==> src/rtl/sfifo_pkg.sv <==
// -----------------------------------------------------------------------------
// sfifo_pkg
// Shared constants for the synchronous FIFO and its write-side arbiter.
//   ST_IDLE / ST_BURST : write arbiter FSM state encoding
//   SFIFO_DW           : default data width of the FIFO write port
//   SFIFO_DEPTH        : FIFO depth in words
//   BURST_CW           : width of the per-grant burst counter (MAX_BURST <= 15)
// -----------------------------------------------------------------------------
package sfifo_pkg;

    localparam logic [0:0] ST_IDLE  = 1'b0;
    localparam logic [0:0] ST_BURST = 1'b1;

    localparam int SFIFO_DW    = 8;
    localparam int SFIFO_DEPTH = 8;
    localparam int BURST_CW    = 4;

endpackage : sfifo_pkg

==> src/rtl/rr_pick.sv <==
// -----------------------------------------------------------------------------
// rr_pick
// Combinational round-robin picker. Searches req starting one position above
// the previous winner and wrapping modulo NREQ; the first set bit wins.
//   req        in   NREQ  request vector
//   last       in   IW    index of the previous winner
//   winner_oh  out  NREQ  one-hot winner (0 when req == 0)
//   winner_idx out  IW    binary index of the winner (0 when req == 0)
// -----------------------------------------------------------------------------
module rr_pick #(
    parameter int NREQ = 4,
    parameter int IW   = (NREQ > 1) ? $clog2(NREQ) : 1
) (
    input  logic [NREQ-1:0] req,
    input  logic [IW-1:0]   last,
    output logic [NREQ-1:0] winner_oh,
    output logic [IW-1:0]   winner_idx
);

    // One extra bit so last + offset cannot overflow before the wrap.
    logic [IW:0] pos;
    logic        found;

    // NOTE: every variable gets a default before the loop; without it the
    // no-request path would leave outputs unassigned and infer a latch.
    always_comb begin
        winner_oh  = '0;
        winner_idx = '0;
        found      = 1'b0;
        pos        = '0;
        for (int off = 1; off <= NREQ; off++) begin
            pos = {1'b0, last} + (IW+1)'(off);
            if (pos >= (IW+1)'(NREQ)) begin
                pos = pos - (IW+1)'(NREQ);
            end
            if (!found && req[pos[IW-1:0]]) begin
                found                 = 1'b1;
                winner_idx            = pos[IW-1:0];
                winner_oh[pos[IW-1:0]] = 1'b1;
            end
        end
    end

endmodule : rr_pick

==> src/rtl/sfifo_wr_arb.sv <==
// -----------------------------------------------------------------------------
// sfifo_wr_arb
// Round-robin write arbiter placing NREQ producers in front of one sfifo write
// port. A winner owns the port for up to MAX_BURST words, then the FSM spends
// one IDLE cycle re-arbitrating before the next grant.
//   clk          in   1        rising-edge clock shared with sfifo
//   reset        in   1        asynchronous, active-high reset
//   req          in   NREQ     producer requests (held until ack)
//   din          in   NREQ*DW  producer data, slice i = din[i*DW +: DW]
//   fifo_full    in   1        sfifo full flag
//   grant        out  NREQ     registered one-hot owner; 0 when idle
//   ack          out  NREQ     one-hot pulse: owner's word written this cycle
//   fifo_write_e out  1        sfifo write_e
//   fifo_data_in out  DW       sfifo data_in (0 when not writing)
//   busy         out  1        high while a burst is in progress
// -----------------------------------------------------------------------------
module sfifo_wr_arb
    import sfifo_pkg::*;
#(
    parameter int NREQ      = 4,
    parameter int DW        = SFIFO_DW,
    parameter int MAX_BURST = 4
) (
    input  logic             clk,
    input  logic             reset,
    input  logic [NREQ-1:0]    req,
    input  logic [NREQ*DW-1:0] din,
    input  logic             fifo_full,
    output logic [NREQ-1:0]  grant,
    output logic [NREQ-1:0]  ack,
    output logic             fifo_write_e,
    output logic [DW-1:0]    fifo_data_in,
    output logic             busy
);

    localparam int IW = (NREQ > 1) ? $clog2(NREQ) : 1;

    logic [0:0]          state;
    // last doubles as the owner index while in BURST: it is loaded with the
    // winner together with grant and only changes at the next arbitration.
    logic [IW-1:0]       last;
    logic [BURST_CW-1:0] burst_cnt;

    logic [DW-1:0]       din_arr [NREQ];
    logic [NREQ-1:0]     pick_oh;
    logic [IW-1:0]       pick_idx;
    logic                owner_req;
    logic                wr;
    logic                last_word;
    logic                rel;

    for (genvar i = 0; i < NREQ; i++) begin : g_din
        assign din_arr[i] = din[i*DW +: DW];
    end

    rr_pick #(
        .NREQ (NREQ),
        .IW   (IW)
    ) u_rr_pick (
        .req        (req),
        .last       (last),
        .winner_oh  (pick_oh),
        .winner_idx (pick_idx)
    );

    assign busy      = (state == ST_BURST);
    assign owner_req = req[last];
    assign wr        = busy & owner_req & ~fifo_full;
    assign last_word = (burst_cnt == BURST_CW'(MAX_BURST - 1));
    // A full FIFO alone never releases: the owner keeps the port and stalls.
    assign rel       = ~owner_req | (wr & last_word);

    assign fifo_write_e = wr;
    assign fifo_data_in = wr ? din_arr[last] : '0;
    assign ack          = wr ? grant : '0;

    always_ff @(posedge clk or posedge reset) begin
        if (reset) begin
            state     <= ST_IDLE;
            grant     <= '0;
            last      <= IW'(NREQ - 1);
            burst_cnt <= '0;
        end else if (state == ST_IDLE) begin
            if (|req) begin
                state     <= ST_BURST;
                grant     <= pick_oh;
                last      <= pick_idx;
                burst_cnt <= '0;
            end
        end else begin
            if (wr) burst_cnt <= burst_cnt + 1'b1;
            if (rel) begin
                state <= ST_IDLE;
                grant <= '0;
            end
        end
    end

endmodule : sfifo_wr_arb

==> config.mk <==
export PLATFORM = sky130hd
export DESIGN_NAME = sfifo_wr_arb
export DESIGN_NICKNAME = d
export VERILOG_FILES = /design/src/rtl/sfifo_pkg.sv /design/src/rtl/rr_pick.sv /design/src/rtl/sfifo_wr_arb.sv
export SDC_FILE = /design/constraint.sdc
export NUM_CORES = 1
export LEC_CHECK = 0
export ABC_CLOCK_PERIOD_IN_PS = 3550
export BUFFER_PORTS_ARGS = -buffer_cell sky130_fd_sc_hd__buf_2
export CAP_MARGIN = 10
export CORE_MARGIN = 1.5
export CORE_UTILIZATION = 40
export CTS_CLUSTER_SIZE = 24
export DETAILED_ROUTE_END_ITERATION = 10
export PLACE_DENSITY_LB_ADDON = 0.1
export SLEW_MARGIN = 10
export SYNTH_ARGS = -nofsm -noshare
export SYNTH_HDL_FRONTEND = slang
export SYNTH_SLANG_ARGS = --single-unit
export TNS_END_PERCENT = 5
==> constraint.sdc <==
create_clock -name clk -period 3.55 [get_ports clk]
set_clock_uncertainty 0.1 [all_clocks]
set_input_delay 0.355 -clock clk [delete_from_list [all_inputs] [get_ports clk]]
set_output_delay 0.355 -clock clk [all_outputs]
set_load 0.02 [all_outputs]
Word-level counts from Yosys, hierarchy flattened
Cells that the tools add are included.
{"block": "classes", "add_sub_neg": 9, "order_cmp": 14, "n_eq_ne": 3, "n_mux": 47, "bitwise": 11, "reduce_logical": 15}
{"op": "$mux 4", "count": 11}
{"op": "$mux 8", "count": 3}
{"op": "$bmux 8 s2", "count": 1}
{"op": "$mux 2", "count": 8}
{"op": "$ge 3x3->1 const B", "count": 5}
{"op": "$lt 2x3->1 const B", "count": 5}
{"op": "$mux 1", "count": 15}
{"op": "$or 4x4->4", "count": 3}
{"op": "$bmux 1 s2", "count": 5}
{"op": "$demux 1 s2", "count": 4}
{"op": "$ge 2x1->1 const B", "count": 4}
{"op": "$sub 2x1->2 const B", "count": 4}
{"op": "$logic_and 1x1->1", "count": 7}
{"op": "$add 2x2->3 const B", "count": 2}
{"op": "$reduce_and 2->1", "count": 3}
{"op": "$add 4x1->4 const B", "count": 1}
{"op": "$eq 4x2->1 const B", "count": 1}
{"op": "$ne 2x1->1 const B", "count": 2}
{"op": "$reduce_or 4->1", "count": 1}
{"op": "$add 2x1->3 const B", "count": 1}
{"op": "$add 2x3->3 const B", "count": 1}
{"op": "$and 1x1->1", "count": 3}
{"op": "$logic_not 1->1", "count": 3}
{"op": "$not 1->1", "count": 3}
{"op": "other kinds (3)", "count": 3}
{"block": "totals", "regBits": 11, "output_inout_bits": 18, "word_cells": 103}

Depth between registers and ports, before layout
Gate-level depths: netlist of run 1.
{"block": "logic_depth", "word_depth": 17, "mapped_depth": 8, "ltp_nobuf": 6}

Cells and area by module
Synthesis of run 1 repeated with hierarchy kept, for this count alone.
{"block": "hier_totals", "cells_unflattened": 139, "area_unflattened_um2": 1340.0}
{"module": "sfifo_wr_arb", "n_inst": 1, "cells_per_inst": 80, "area_per_inst_um2": 849.6, "seq_area_each_um2": 277.8}
{"module": "rr_pick", "n_inst": 1, "cells_per_inst": 59, "area_per_inst_um2": 490.5, "seq_area_each_um2": 0.0}

Least setup slack after synthesis of run 1
No wires, ideal clock.
{"block": "synth_path", "kind": "register to register", "startpoint": "register last[0]", "endpoint": "register grant[0]", "t_arrival_ns": 2.356, "t_required_ns": 3.384, "setup_slack_ns": 1.028, "stages_incl_launch_ff": 8, "period_less_slack_ns": 2.522, "path_cell_list": "dfstp_2 > buf_6 > inv_1 > ha_1 > mux4_2 > nor4b_4 > and2_4 > a221o_1"}
{"block": "synth_via", "elab_chain_len": 17, "word_cells_on_any_way": 71, "classes_between": "add/sub (8); order compare (12); eq/ne (1); mux (31); bitwise (8); reduce/logical (11)"}
{"item": "from (decl)", "line": "sfifo_wr_arb.sv:41", "rtl": "logic [IW-1:0] last;"}
{"item": "from (signal assigned)", "line": "sfifo_wr_arb.sv:81", "rtl": "last <= IW'(NREQ - 1);"}
{"item": "from (signal assigned)", "line": "sfifo_wr_arb.sv:87", "rtl": "last <= pick_idx;"}
{"item": "parallel branches: the longest is 17 deep, another holds $add 2x1->3"}
{"item": "to (signal assigned)", "line": "sfifo_wr_arb.sv:86", "rtl": "grant <= pick_oh;"}
{"item": "to (decl)", "line": "sfifo_wr_arb.sv:29", "rtl": "output logic [NREQ-1:0] grant,"}
Parallel ways; which one is timed is not known. The select of a mux whose other input is x is not followed.
A chain may end at the register's enable or synchronous reset.

Worst setup path after layout of run 1
{"block": "layout_path", "startpoint": "register last[0]", "endpoint": "output port ack[3]"}
{"block": "layout_via", "elab_chain_len": 5}
{"item": "$bmux 1 s2", "line": "sfifo_wr_arb.sv:67", "rtl": "assign owner_req = req[last];"}
{"item": "$mux 1 (implied by the code)", "line": "sfifo_wr_arb.sv:67"}
{"item": "$and 1x1->1 (2 in series)", "line": "sfifo_wr_arb.sv:68", "rtl": "assign wr = busy & owner_req & ~fifo_full;"}
{"item": "$mux 4", "line": "sfifo_wr_arb.sv:75", "rtl": "assign ack = wr ? grant : '0;"}
{"item": "to (decl)", "line": "sfifo_wr_arb.sv:30", "rtl": "output logic [NREQ-1:0] ack,"}
Every way passes these cells. The select of a mux whose other input is x is not followed.

==> results of run 1 <==
power by group through the flow:
stage | combinational (mW) | sequential, mW | clock (mW)
6_report | 0.784 | 0.273 | 0.0812
3_3_place_gp | 0.768 | 0.272 | 0
4_1_cts | 0.785 | 0.274 | 0.0848
5_1_grt | 0.865 | 0.287 | 0.0919
2_1_floorplan | 0.648 | 0.253 | 0
3_5_place_dp | 0.783 | 0.276 | 0
worst register-to-register path, delay by kind of cell, from the launching register on:
family          cells  cell delay (ps)
buf+inv             1              180
fa+ha+maj           1              410
simple gates        2              540
mux                 1              610
flops               1              750
compound gates      1              130
metrics by stage:
| step | hold slack (ps) | worst slack [ps] | utilization [%] | total power, mW | instance area [µm²] |
|---|---|---|---|---|---|
| after floorplan | 106.0 | 1028 | - | 0.9006 | 1179 |
| after global placement | 260.1 | 834.9 | 52.59 | 1.040 | 1463 |
| final | 373.2 | 631.3 | 53.89 | 1.138 | 1499 |
| after global routing | 398.3 | 421.6 | 53.89 | 1.244 | 1499 |
| after detailed placement | 269.3 | 760.0 | 52.59 | 1.060 | 1463 |
| after CTS | 366.9 | 585.4 | 53.89 | 1.144 | 1499 |
cell type report:
cell class | count | area, µm² | share of cell area (%)
Clock buffer | 4 | 26.28 | 1.753
Inverter | 11 | 41.29 | 2.755
Multi-Input combinational cell | 83 | 817.0 | 54.51
Sequential cell | 11 | 277.8 | 18.53
Tap cell | 31 | 38.79 | 2.588
Timing Repair Buffer | 58 | 297.8 | 19.87
metal layers:
layer	part of all wire, %	vias up
met2	54	22
met1	42	518
met5	0	-
met3	3.0	4
met4	1.0	0
li1	-	534
state kept, by name (all words and copies together), names as in the netlist:
name	cells
grant	4
last	2
burst_cnt	4
busy	1
cell usage in the layout, fill, tap and decap left out, types with 2 or more instances in the layout:
cell	instances
buf_2	56
mux4_2	12
and2_1	12
inv_1	10
ha_1	9
dfrtp_1	9
nand3_1	4
nand3b_1	4
a21oi_1	4
a221oi_1	4
a221o_1	4
o21ai_0	4
nand2_1	4
nor2_1	3
clkbuf_4	3
o21ai_1	2
nand4_1	2
xor2_1	2
mux2_2	2
dfstp_2	2
kinds of logic after synthesis:
| group | after synthesis | synth area share [%] |
|---|---|---|
| simple gates | 37 | 20.49 |
| compound gates | 20 | 12.21 |
| buf+inv | 18 | 7.112 |
| mux | 14 | 24.84 |
| flops | 11 | 23.57 |
| fa+ha+maj | 9 | 9.554 |
| xor+xnor | 3 | 2.230 |
worst max-delay path by stage:
stage,start,endpoint,slack (ps)
floorplan,last[0],grant[0],1030
global placement,last[0],grant[3],830
detailed placement,last[0],grant[1],760
CTS,last[0],ack[3],590
global route,last[0],ack[2],420
finish,last[0],ack[3],630
repair_timing:
action,4_1_cts,5_1_grt
endpoints found under the setup margin,0,0
hold buffers,1,0
hold endpoints to repair,9,0
==> impl_metrics.toml, run 1 <==
[status]
status = "completed"

[pwr]
ir_worst_vdd_mv = 0.5826
seq_power_share_pct = 24.0
power_density_nw_per_um2 = 759.3
internal_power_uw = 603.0
power_switching_share_pct = 47.02
p_sw_uw = 535.1
combPwrFrac_pct = 68.9
p_leak_nw = 0.7458
p_clk_share_pct = 7.1

[grt]
grt-busiest-layer = "met2"
grt_use_met2_pct = 29.72
grt_util_met3_pct = 2.041
grt_pass1_wl_um = 4547
antenna_found_initial = 0
use_met1_pct = 23.63
grt_pass1_vias = 968
gr-total-overflow = 0
grt_usage_pct = 17.65
grt_max_degree = 18

[yosys]
synth_area_leaders = "mux4_2 23%, dfrtp_1 19%, ha_1 9.6%, and2_1 6.4%, dfstp_2 4.5%"
synth_edf_count = 0
synth.yosys.seq_area_share_pct = 23.57
yosysWarningCount = 0
avgSynthCellArea_um2 = 10.52
syn-instance-count = 112
syn_area_um2 = 1179
yosysTopAreaCell = "mux4_2"
ys_types = 33
synth_fp_nets = 160
netlist.area_leader.share_pct = 22.93
ys.flop_type = "dfrtp_1"
async_flop_share_pct = 100.0
synth_seq_cells = 11
synth_common_cells = "12 x and2_1, 12 x mux4_2, 10 x inv_1"

[placement]
place_inst = 193
dp_hpwl_um = 2286
gp_congestion = 0.7862
io_buffers = 56

[min_path]
hold_class = "in2reg"
holdPathStages = 4
min_from = "fifo_full"
hold_end = "busy"

[worst_setup_path]
r2r-end = "grant[1]"
crit_slowest_cell = "dfstp_2"
path_buf_inv = 3
startpoint_type = "flip-flop"
cp_top_family = "flip-flops"
r2r_setup_slack_ps = 760
critPathKind = "reg2out"
path_depth = 6
crit_path_end_kind = "primary output"
crit_fanout = 14
slowest_delay_ps = 710
worstPathRequired_ps = 3090
worstRegToRegCells = 6
cp.arrival_ps = 2460
crit_chain = "buf_4, mux4_2, nand3_1, inv_2, and2_1, buf_2"
crit-reg2reg-launch = "last[1]"

[detailed_routing]
ant_nets = 0
route.detailed.drc = 0
drtIter0Drc = 35
via_per_inst = 5.444
vias = 1078
wl_per_cell_um = 14.20
routed_wl_um = 2812
firstDrtPassIters = 6

[clock_network]
cts-root-buf = "clkbuf_4"
cts_inserted_buffers = 3
clk_latency_ps = 260
postCtsSetupRepairBufs = 0
clock_sinks = 11
cts_tree = "yes"
clk_path_buf_depth = 2
cts_resized = 0
htreeDepth = 1
cts.clk_slew.worst_paths_ps = 60

[floorplan]
die_y_um = 57.28
dieWidth_um = 57.28
rows = 19
start_util_pct = 42.38
die_area_um2 = 3281
ios = 57
core-area_um2 = 2781

[layout]
diodes = 0
drive_above_1_share_pct = 49.10
syn_to_final_growth_pct = 27.18
fin_cells = 198
fill_cells = 272
nNetsFinal = 216

[timing]
fin_crit_ps = 2919
tns_ps = 0
worst_pin_slew_ps = 589.4
fin_crit_sh_pct = 82.22
relSlewSlack_pct = 60.34
fmax_mhz = 342.6
finalSetupViolations = 0
hold_viol_final = 0
timing.final.max_slew_violations = 0
rsz0062_at_grt = "no"

[job]
cap_violations = 0
Note: power is estimated with default switching activity, not from simulation.
==> run 2, diff against run 1 <==
Settings changed: ABC_AREA set to 1, ABC_CLOCK_PERIOD_IN_PS 3550 to 2700.
Clock period 3.55 ns to 2.7 ns, I/O delays scaled along.
==> impl_metrics.toml, run 2 <==
[yosys]
synth-xor-area-share_pct = 0
yosysWarningCount = 0
ys_types = 27
synth_area_leaders = "dfrtp_1 17%, nor2_1 10%, nand2_1 9.7%, ha_1 8.3%, nand3_1 8.2%"
syn_area_um2 = 1350
syn-instance-count = 201
netlist.area_leader.share_pct = 16.68
synth_compound_area_share_pct = 17.70
synth_seq_cells = 11
synth_common_cells = "37 x nor2_1, 35 x nand2_1, 22 x nand3_1"
async_flop_share_pct = 100.0
avgSynthCellArea_um2 = 6.717
synth_top_family_by_area = "simple AND/OR/NAND/NOR gates"
muxShareOfSynthArea_pct = 0
synth_adder_area_share_pct = 8.341
ys.flop_type = "dfrtp_1"
synth_edf_count = 0
yosysTopAreaCell = "dfrtp_1"
synth.yosys.seq_area_share_pct = 20.57
synth-simple-area-share_pct = 44.30
synth_fp_nets = 249
yosysMostFrequentCell = "nor2_1"

[timing]
fmax_mhz = 407.7
rsz0062_at_grt = "no"
relSlewSlack_pct = 67.26
hold_slack_ps = 214.3
fin_crit_sh_pct = 90.85
timing.final.max_slew_violations = 0
finalSetupViolations = 0
hold_viol_final = 0
worst_pin_slew_ps = 485.9
fin_crit_ps = 2453
tns_ps = 0

[detailed_routing]
routed_wl_um = 3502
ant_nets = 0
drtIter0Drc = 63
drt-met1-wl_um = 1613
via_per_inst = 4.821
wl_met3_um = 232
vias = 1456
top_layer_used = "met4"
firstDrtPassIters = 4
wl_met2_um = 1645
route.detailed.drc = 0
wl_per_cell_um = 11.60

[floorplan]
start_util_pct = 43.16
dieWidth_um = 61.10
core-area_um2 = 3128
die_y_um = 61.10
rows = 20
die_area_um2 = 3733
ios = 57

[worst_setup_path]
crit_chain = "nand2_1, nand3_2, nand2_4, nor3_4, inv_4, a21oi_1, buf_2"
crit_path_end_kind = "primary output"
slowest_delay_ps = 670
crit_fanout = 14
worstPathRequired_ps = 2330
crit_slowest_cell = "dfstp_2"
cp.arrival_ps = 2080
startpoint_type = "flip-flop"
critPathKind = "reg2out"

[layout]
reg_top3 = "burst_cnt: 4 flops, grant: 4 flops, last: 2 flops"
nNetsFinal = 307
most-common-layout-cells = "56 x buf_2, 37 x nor2_1, 35 x nand2_1, 22 x nand3_1, 18 x o21ai_0"
fill_cells = 326
diodes = 0
syn_to_final_growth_pct = 25.30
drive_above_1_share_pct = 36.05
final_common_cell = "buf_2"

[grt]
grt_usage_pct = 18.71
grt_pass1_vias = 1246
grt_max_degree = 17
antenna_found_initial = 0
grt_pass1_wl_um = 5340
gr-total-overflow = 0

[clock_network]
clock_sinks = 11
cts_tree = "yes"
clk_latency_ps = 280
cts_resized = 0
cts-root-buf = "clkbuf_4"
cts_inserted_buffers = 3
htreeDepth = 1
clk_path_buf_depth = 2
cts_hold_buf = 1
postCtsSetupRepairBufs = 0
cts.clk_slew.worst_paths_ps = 80

[placement]
dp_hpwl_um = 2674
io_buffers = 56
gp_congestion = 0.8540

[pwr]
p_leak_nw = 0.9198
power_density_nw_per_um2 = 1104
ir_worst_vdd_mv = 0.7927

[job]
cap_violations = 0

[status]
status = "completed"

[min_path]
hold_class = "in2reg"
[run 2: cell types whose count changed after synthesis, moves of 12 or more]
cell / delta
nor2_1: +34
o21ai_0: +14
nand3_1: +18
nand2_1: +31
and2_1: -12
mux4_2: -12
[run 2: per-stage QoR]
step	instance area [µm²]	total power, mW	utilization [%]	worst slack, ps	instances
after floorplan	1350	1.459	-	425.3	201
after global placement	1655	1.745	52.92	433.0	297
after detailed placement	1655	1.739	52.92	475.5	297
after CTS	1692	1.871	54.08	253.0	302
after global routing	1692	2.056	54.08	98.81	302
final	1692	1.867	54.08	246.9	302
[run 2: report_power, final]
part / leakage (nW) / switching, mW / internal [mW]
Combinational: 0.765 / 0.967 / 0.485
Sequential: 0.140 / 0.0622 / 0.232
Clock: 0.0150 / 0.0627 / 0.0574
Total: 0.920 / 1.09 / 0.775
[run 2: kinds of logic after synthesis]
family,count (synthesis)
buffers and inverters,25
AO/OA/AOI/OAI,40
AND/OR/NAND/NOR,116
flip-flops,11
adder cells (fa/ha/maj),9
[run 2: layer usage]
metal,up-vias,GRT usage [%]
li1,768,-
met2,40,32.67
met1,645,24.09
met5,-,0
met4,0,2.174
met3,3,4.622
[run 2: cell type report]
class | count | area [µm²] | share of cell area [%]
Tap cell | 44 | 55.05 | 3.254
Timing Repair Buffer | 60 | 312.8 | 18.49
Clock buffer | 4 | 26.28 | 1.553
Sequential cell | 11 | 277.8 | 16.42
Multi-Input combinational cell | 165 | 949.7 | 56.14
Inverter | 18 | 70.07 | 4.142
[run 2: worst paths after layout]
kind / slack (ps) / cells after the start / end / startpoint
min reg2reg: 410 / 2 / grant[0] / grant[0]
min: 210 / 4 / burst_cnt[1] / fifo_full
max: 250 / 7 / fifo_data_in[7] / last[0]
max in group asynchronous: 1720 / 3 / last[1] / reset
max reg2reg: 460 / 11 / last[0] / last[0]
min in group asynchronous: 440 / 3 / busy / reset
[run 2: critical path: cells and delay by family (launching register included)]
kind	cells	cell delay, ps
AND/OR/NAND/NOR	4	650
AO/OA/AOI/OAI	1	140
flip-flops	1	670
buffers and inverters	2	340
